--- config.mk ---
export PLATFORM = sky130hd
export DESIGN_NAME = tx_payload_loader
export DESIGN_NICKNAME = d
export VERILOG_FILES = /design/src/rtl/eth_tx_pkg.sv /design/src/rtl/pkt_credit_cnt.sv /design/src/rtl/tx_payload_loader.sv
export SDC_FILE = /design/constraint.sdc
export NUM_CORES = 1
export LEC_CHECK = 0
export CORE_ASPECT_RATIO = 0.9
export CORE_MARGIN = 1.5
export CORE_UTILIZATION = 40
export DETAILED_ROUTE_END_ITERATION = 8
export PLACE_DENSITY = 0.67
export RECOVER_POWER = 100
export SYNTH_ARGS = -nofsm -noshare
export SYNTH_HDL_FRONTEND = slang
export SYNTH_SLANG_ARGS = --single-unit
--- constraint.sdc ---
create_clock -name sys_clk -period 2.6 [get_ports sys_clk]
set_input_delay 0.78 -clock sys_clk [delete_from_list [all_inputs] [get_ports sys_clk]]
set_output_delay 0.78 -clock sys_clk [all_outputs]
set_load 0.02 [all_outputs]
--- src/rtl/eth_tx_pkg.sv ---
// Shared transmit-path definitions: Ethernet payload bounds and the loader FSM state type.
package eth_tx_pkg;

    localparam int MIN_PAYLOAD = 46;
    localparam int MAX_PAYLOAD = 1500;

    typedef enum logic [2:0] {
        IDLE,
        LOAD,
        DROP,
        PAD,
        DONE
    } loader_state_t;

endpackage

--- src/rtl/pkt_credit_cnt.sv ---
// Counts packets handed downstream but not yet consumed; flags when the outstanding limit is hit.
module pkt_credit_cnt #(
    parameter int LIMIT = 2,
    parameter int CW    = $clog2(LIMIT + 1)
) (
    input  logic          i_clk,
    input  logic          i_rst,
    input  logic          i_inc,
    input  logic          i_dec,
    output logic [CW-1:0] o_count,
    output logic          o_limit
);

    logic [CW-1:0] r_count;
    logic          w_at_limit;

    assign w_at_limit = (r_count >= CW'(LIMIT));

    // Simultaneous inc and dec cancel; a dec with nothing outstanding is ignored.
    always_ff @(posedge i_clk) begin
        if (i_rst) begin
            r_count <= '0;
        end else if (i_inc && !i_dec && !w_at_limit) begin
            r_count <= r_count + 1'b1;
        end else if (i_dec && !i_inc && (r_count != '0)) begin
            r_count <= r_count - 1'b1;
        end
    end

    assign o_count = r_count;
    assign o_limit = w_at_limit;

endmodule

--- src/rtl/tx_payload_loader.sv ---
// Transmit write-side front end: streams payload bytes into the async FIFO, pads/truncates
// to Ethernet payload bounds, and throttles intake on the number of un-transmitted packets.
module tx_payload_loader #(
    parameter int WIDTH       = 8,
    parameter int MIN_PAYLOAD = eth_tx_pkg::MIN_PAYLOAD,
    parameter int MAX_PAYLOAD = eth_tx_pkg::MAX_PAYLOAD,
    parameter int MAX_PENDING = 2,
    parameter int LEN_W       = 11
) (
    input  logic                             sys_clk,
    input  logic                             eth_rst,
    input  logic [WIDTH-1:0]                 s_data,
    input  logic                             s_valid,
    input  logic                             s_last,
    output logic                             s_ready,
    input  logic                             fifo_full,
    output logic                             fifo_w_en,
    output logic [WIDTH-1:0]                 fifo_data,
    input  logic                             pct_txed,
    output logic                             pct_qued,
    output logic [LEN_W-1:0]                 pct_len,
    output logic                             pct_trunc,
    output logic [$clog2(MAX_PENDING+1)-1:0] pending
);

    import eth_tx_pkg::*;

    localparam int PW = $clog2(MAX_PENDING + 1);

    loader_state_t r_state;
    loader_state_t w_next;

    logic [LEN_W-1:0] r_cnt;
    logic [LEN_W-1:0] r_pct_len;
    logic             r_trunc;
    logic             r_ready_en;

    logic [LEN_W-1:0] w_cnt_new;
    logic             w_ready;
    logic             w_byte_wr;
    logic             w_pad_wr;
    logic             w_cnt_load;
    logic             w_cnt_step;
    logic             w_set_trunc;
    logic             w_done;
    logic             w_limit;
    logic [PW-1:0]    w_pending;

    assign w_cnt_new = (r_state == IDLE) ? LEN_W'(1) : (r_cnt + 1'b1);
    assign w_done    = (r_state == DONE);

    always_ff @(posedge sys_clk) begin
        if (eth_rst) begin
            r_state <= IDLE;
        end else begin
            r_state <= w_next;
        end
    end

    always_comb begin
        w_next      = r_state;
        w_ready     = 1'b0;
        w_byte_wr   = 1'b0;
        w_pad_wr    = 1'b0;
        w_cnt_load  = 1'b0;
        w_cnt_step  = 1'b0;
        w_set_trunc = 1'b0;
        case (r_state)
            IDLE, LOAD: begin
                // A new packet additionally waits for a free credit and the post-reset cycle.
                if (r_state == IDLE) begin
                    w_ready = r_ready_en & ~fifo_full & ~w_limit;
                end else begin
                    w_ready = ~fifo_full;
                end
                if (s_valid && w_ready) begin
                    w_byte_wr  = 1'b1;
                    w_cnt_load = (r_state == IDLE);
                    w_cnt_step = (r_state == LOAD);
                    if (s_last) begin
                        w_next = (w_cnt_new < LEN_W'(MIN_PAYLOAD)) ? PAD : DONE;
                    end else if (w_cnt_new == LEN_W'(MAX_PAYLOAD)) begin
                        w_next      = DROP;
                        w_set_trunc = 1'b1;
                    end else begin
                        w_next = LOAD;
                    end
                end
            end
            DROP: begin
                w_ready = 1'b1;
                if (s_valid && s_last) begin
                    w_next = DONE;
                end
            end
            PAD: begin
                if (!fifo_full) begin
                    w_pad_wr   = 1'b1;
                    w_cnt_step = 1'b1;
                    if (w_cnt_new == LEN_W'(MIN_PAYLOAD)) begin
                        w_next = DONE;
                    end
                end
            end
            DONE: begin
                w_next = IDLE;
            end
            default: begin
                w_next = IDLE;
            end
        endcase
    end

    always_ff @(posedge sys_clk) begin
        if (eth_rst) begin
            r_cnt      <= '0;
            r_trunc    <= 1'b0;
            r_pct_len  <= '0;
            r_ready_en <= 1'b0;
        end else begin
            r_ready_en <= 1'b1;
            if (w_cnt_load || w_cnt_step) begin
                r_cnt <= w_cnt_new;
            end
            if (w_set_trunc) begin
                r_trunc <= 1'b1;
            end else if (w_done) begin
                r_trunc <= 1'b0;
            end
            if (w_done) begin
                r_pct_len <= r_cnt;
            end
        end
    end

    pkt_credit_cnt #(
        .LIMIT (MAX_PENDING),
        .CW    (PW)
    ) u_credit (
        .i_clk   (sys_clk),
        .i_rst   (eth_rst),
        .i_inc   (w_done),
        .i_dec   (pct_txed),
        .o_count (w_pending),
        .o_limit (w_limit)
    );

    // The write strobe and data follow the handshake directly, with no register stage.
    assign s_ready   = w_ready;
    assign fifo_w_en = w_byte_wr | w_pad_wr;
    assign fifo_data = w_byte_wr ? s_data : '0;
    assign pct_qued  = w_done;
    assign pct_len   = w_done ? r_cnt : r_pct_len;
    assign pct_trunc = w_done & r_trunc;
    assign pending   = w_pending;

endmodule

==> impl_metrics.prom <==
# TYPE chip_impl_metric gauge
chip_impl_info{name="run_status",value="complete, no violations"} 1
chip_impl_info{name="synth.most_common_cell",value="sky130_fd_sc_hd__nand2_1"} 1
chip_impl_metric{name="cts-hold-fix-buffers",unit=""} 0
chip_impl_metric{name="die_height",unit="µm"} 67.4
chip_impl_info{name="most_area_consuming_cells_after_synthesis",value="sky130_fd_sc_hd__dfxtp_1 32%, sky130_fd_sc_hd__nand2_1 9.4%, sky130_fd_sc_hd__and2_1 7.8%"} 1
chip_impl_metric{name="core_region_area",unit="mm²"} 0.00443
chip_impl_metric{name="number_of_enable_type_register_cells_in_the_synthesized_netlist",unit=""} 0
chip_impl_info{name="rsz0062_at_grt",value="no"} 1
chip_impl_metric{name="power.leakage",unit="nW"} 1.06
chip_impl_metric{name="worst_skew_pair.late_latency",unit="ns"} 0.29
chip_impl_info{name="synth.largest_area_cell",value="sky130_fd_sc_hd__dfxtp_1"} 1
chip_impl_metric{name="yosys_warnings",unit=""} 0
chip_impl_metric{name="drc",unit=""} 0
chip_impl_metric{name="total_of_flip_flops_plus_latches_after_synthesis",unit=""} 29
chip_impl_metric{name="wl_final",unit="µm"} 4670
chip_impl_metric{name="critPathArrivalTime",unit="ns"} 1.76
chip_impl_metric{name="final_cell_count_no_fill",unit=""} 355
chip_impl_metric{name="boundaryPins",unit=""} 39
chip_impl_metric{name="netlist.area_leader.share",unit="%"} 31.5
chip_impl_metric{name="initial_core_util",unit="%"} 41.5
chip_impl_metric{name="dpl.hpwl",unit="µm"} 3430
chip_impl_metric{name="placed_cells",unit=""} 344
chip_impl_metric{name="p_per_area",unit="mW/mm²"} 437
chip_impl_info{name="synth_flop_cell",value="sky130_fd_sc_hd__dfxtp_1"} 1
chip_impl_metric{name="synth_area_per_cell",unit="µm²"} 7.73
chip_impl_metric{name="first_global_vias",unit=""} 1739
chip_impl_metric{name="path_buf_inv",unit=""} 4
chip_impl_info{name="worstPathCellList",value="clkdlybuf4s15_1 > inv_2 > buf_4 > o2111ai_1 > a21oi_2 > clkdlybuf4s15_1"} 1
chip_impl_info{name="timing.critical_path.mode_cell",value="sky130_fd_sc_hd__clkdlybuf4s15_1"} 1
chip_impl_metric{name="max_transition_viols_final",unit=""} 0
chip_impl_metric{name="globalRouteOverflowTotal",unit=""} 0
chip_impl_metric{name="setup_viol",unit=""} 0
chip_impl_metric{name="synth_seq_area_share",unit="%"} 31.5
chip_impl_metric{name="pre_cts_ws",unit="ns"} -0.670
chip_impl_info{name="path_class",value="in -> out"} 1
chip_impl_metric{name="clock_tree.buffer_depth",unit=""} 2
chip_impl_metric{name="worst_slack",unit="ns"} 0.0556
chip_impl_metric{name="clock_skew",unit="ns"} 0.00813
chip_impl_metric{name="number_of_antenna_violations_at_the_first_check_in_global_routing",unit=""} 0
chip_impl_metric{name="n_antenna_cell",unit=""} 0
chip_impl_metric{name="timing.fmax",unit="GHz"} 0.393
chip_impl_metric{name="crit_path_max_fanout",unit=""} 4
chip_impl_metric{name="clock_pin_slew_on_the_worst_setup_and_hold_paths",unit="ns"} 0.06
chip_impl_metric{name="ratio_of_cells_with_drive_above_1_in_the_final_layout",unit="%"} 21.5
chip_impl_metric{name="worst_slew_pin_slew",unit="ns"} 0.480
chip_impl_metric{name="die_area",unit="mm²"} 0.00502
chip_impl_metric{name="detail_route.wl_per_cell",unit="µm"} 13.1
chip_impl_metric{name="critPathRequiredTime",unit="ns"} 1.82
chip_impl_metric{name="grt_first_pass_wirelength",unit="µm"} 7910
chip_impl_info{name="cpMaxStageDelayCell",value="sky130_fd_sc_hd__clkdlybuf4s15_1"} 1
chip_impl_metric{name="layout-area-overhead-vs-synth",unit="%"} 36.4
chip_impl_metric{name="max_h_tree_level",unit=""} 2
chip_impl_metric{name="postSynthCellCount",unit=""} 238
chip_impl_metric{name="cap_violations",unit=""} 0
chip_impl_info{name="holdCritPathClass",value="reg -> reg"} 1
chip_impl_metric{name="routed_via_density",unit=""} 5.21
chip_impl_metric{name="power.ir.vdd_worst",unit="mV"} 0.271
chip_impl_metric{name="cts_inserted_buffers",unit=""} 5
chip_impl_info{name="critical_path.startpoint_type",value="input port"} 1
chip_impl_metric{name="syn_nets",unit=""} 253
chip_impl_metric{name="io_buffers",unit=""} 38
chip_impl_metric{name="timing.final.crit_share",unit="%"} 97.9
chip_impl_metric{name="drt_iter0_drc",unit=""} 126
chip_impl_metric{name="clk_sink_count",unit=""} 29
chip_impl_metric{name="num_vias",unit=""} 1849
chip_impl_metric{name="postSynth.asyncResetShare",unit="%"} 0
chip_impl_metric{name="slew-limit-headroom",unit="%"} 67.8
chip_impl_metric{name="rows",unit=""} 23
chip_impl_metric{name="worst_path_largest_cell_delay",unit="ns"} 0.31
chip_impl_metric{name="die-width",unit="µm"} 74.5
chip_impl_metric{name="antenna_left",unit=""} 0
chip_impl_metric{name="syn-cell-area",unit="mm²"} 0.00184
chip_impl_metric{name="drt_pass1_iterations",unit=""} 4
chip_impl_info{name="clock-root-buffer",value="sky130_fd_sc_hd__clkbuf_8"} 1
chip_impl_metric{name="setup_total_negative_slack",unit="ns"} 0
chip_impl_metric{name="finish.net_count",unit=""} 307
chip_impl_info{name="kind_of_cell_with_the_highest_combined_delay_on_the_critical_path",value="buffers and inverters"} 1
chip_impl_metric{name="finalHoldViolCount",unit=""} 0
chip_impl_metric{name="grt_start_max_net_pins",unit=""} 18
chip_impl_info{name="critical_path.endpoint_type",value="primary output"} 1
chip_impl_info{name="clock_tree_from_tritoncts",value="built"} 1
chip_impl_metric{name="synth_cell_types",unit=""} 53
chip_impl_metric{name="gr_util_all_layers",unit="%"} 20.4
chip_impl_metric{name="fin_crit",unit="ns"} 2.54
chip_impl_metric{name="last_weighted_congestion_value_of_the_routability_driven_placer",unit=""} 0.868
chip_impl_info{name="synth_common_cells",value="46 x sky130_fd_sc_hd__nand2_1, 29 x sky130_fd_sc_hd__dfxtp_1, 23 x sky130_fd_sc_hd__and2_1"} 1
[cell families after synthesis]
group                    synth area share [%]
AND/OR/NAND/NOR                          38.2
XOR/XNOR                                 2.38
multiplexers                             3.26
buffers and inverters                    6.12
adder cells (fa/ha/maj)                 0.680
flip-flops                               31.5
AO/OA/AOI/OAI                            17.8
[where the power goes]
part           internal [mW]  total, mW  switching (mW)
combinational         0.0723      0.155          0.0822
clock                  0.311      0.491           0.180
sequential             0.449      0.451         0.00227
total                  0.833       1.10           0.264
[path summary, 6_finish.rpt]
kind / depth (start not counted) / endpoint / slack [ns] / startpoint
worst max-delay path: 6 / fifo_w_en / 0.06 / fifo_full
worst min-delay path: 2 / r_trunc$_SDFFE_PP0P_ / 0.50 / r_trunc$_SDFFE_PP0P_
worst max register to register: 7 / r_state[1]$_SDFFE_PP0P_ / 0.25 / r_cnt[0]$_SDFFE_PP0P_
worst min register to register: 2 / r_trunc$_SDFFE_PP0P_ / 0.50 / r_trunc$_SDFFE_PP0P_
[stage by stage]
| stage | cell area, µm² | hold slack (ns) | util [%] | total power, mW |
|---|---|---|---|---|
| 2_1_floorplan | 1840 | 0.446 | - | 0.535 |
| 3_3_place_gp | 2370 | 0.469 | 53.5 | 0.611 |
| 3_5_place_dp | 2370 | 0.485 | 53.5 | 0.610 |
| 4_1_cts | 2530 | 0.508 | 57.0 | 1.10 |
| 5_1_grt | 2510 | 0.535 | 56.7 | 1.14 |
| 6_report | 2510 | 0.499 | 56.7 | 1.10 |
[routing by layer]
metal  global-route usage [%]  share of wire (%)  vias up
met4                     5.45                1.2        0
li1                         -                  -      939
met1                     27.0                 48      869
met5                        0                  0        -
met2                     33.9                 47       34
met3                     4.18                3.8        7
[tightest hold or removal path, stage by stage (launching register included)]
cell	delay [ns]
sky130_fd_sc_hd__dfxtp_1	0.33
sky130_fd_sc_hd__a32oi_1	0.06
sky130_fd_sc_hd__nor2_1	0.08
[layout by cell type (no fill, tap or decap), types with 4 or more instances in the layout]
cell type and n:
sky130_fd_sc_hd__nor2_1 17, sky130_fd_sc_hd__nand3_1 11, sky130_fd_sc_hd__inv_1 6, sky130_fd_sc_hd__buf_6 8
sky130_fd_sc_hd__clkdlybuf4s50_1 9, sky130_fd_sc_hd__and2_1 14, sky130_fd_sc_hd__dlygate4sd3_1 4, sky130_fd_sc_hd__mux2i_1 6
sky130_fd_sc_hd__and2_4 9, sky130_fd_sc_hd__dlygate4sd2_1 15, sky130_fd_sc_hd__o211ai_1 5, sky130_fd_sc_hd__dfxtp_1 29
sky130_fd_sc_hd__nand2_1 46, sky130_fd_sc_hd__o21ai_0 8, sky130_fd_sc_hd__nor3_1 5, sky130_fd_sc_hd__a21oi_1 8
sky130_fd_sc_hd__buf_4 22, sky130_fd_sc_hd__clkbuf_8 6
[sequential cells by signal, summed over array words and instances (netlist names)]
name	flops
r_trunc	1
r_pct_len	11
r_cnt	11
u_credit.o_count	2
r_state	3
r_ready_en	1
[timing repair]
item	4_1_cts	5_1_grt
cloned	1	0
setup buffers	2	0
pin swaps	4	1
hold endpoints to repair	0	0
setup endpoints to repair	23	8
resized for setup	78	0
[area by class of cell]
cell class | count | area, µm²
well taps | 62 | 77.6
inverters | 7 | 26.3
flip-flops and latches | 29 | 581
fillers | 448 | 1920
multi-input cells | 187 | 1160
clock inverters | 2 | 37.5
clock buffers | 6 | 82.6
repair buffers | 62 | 547
No activity file was read; power rests on OpenSTA's default activity.
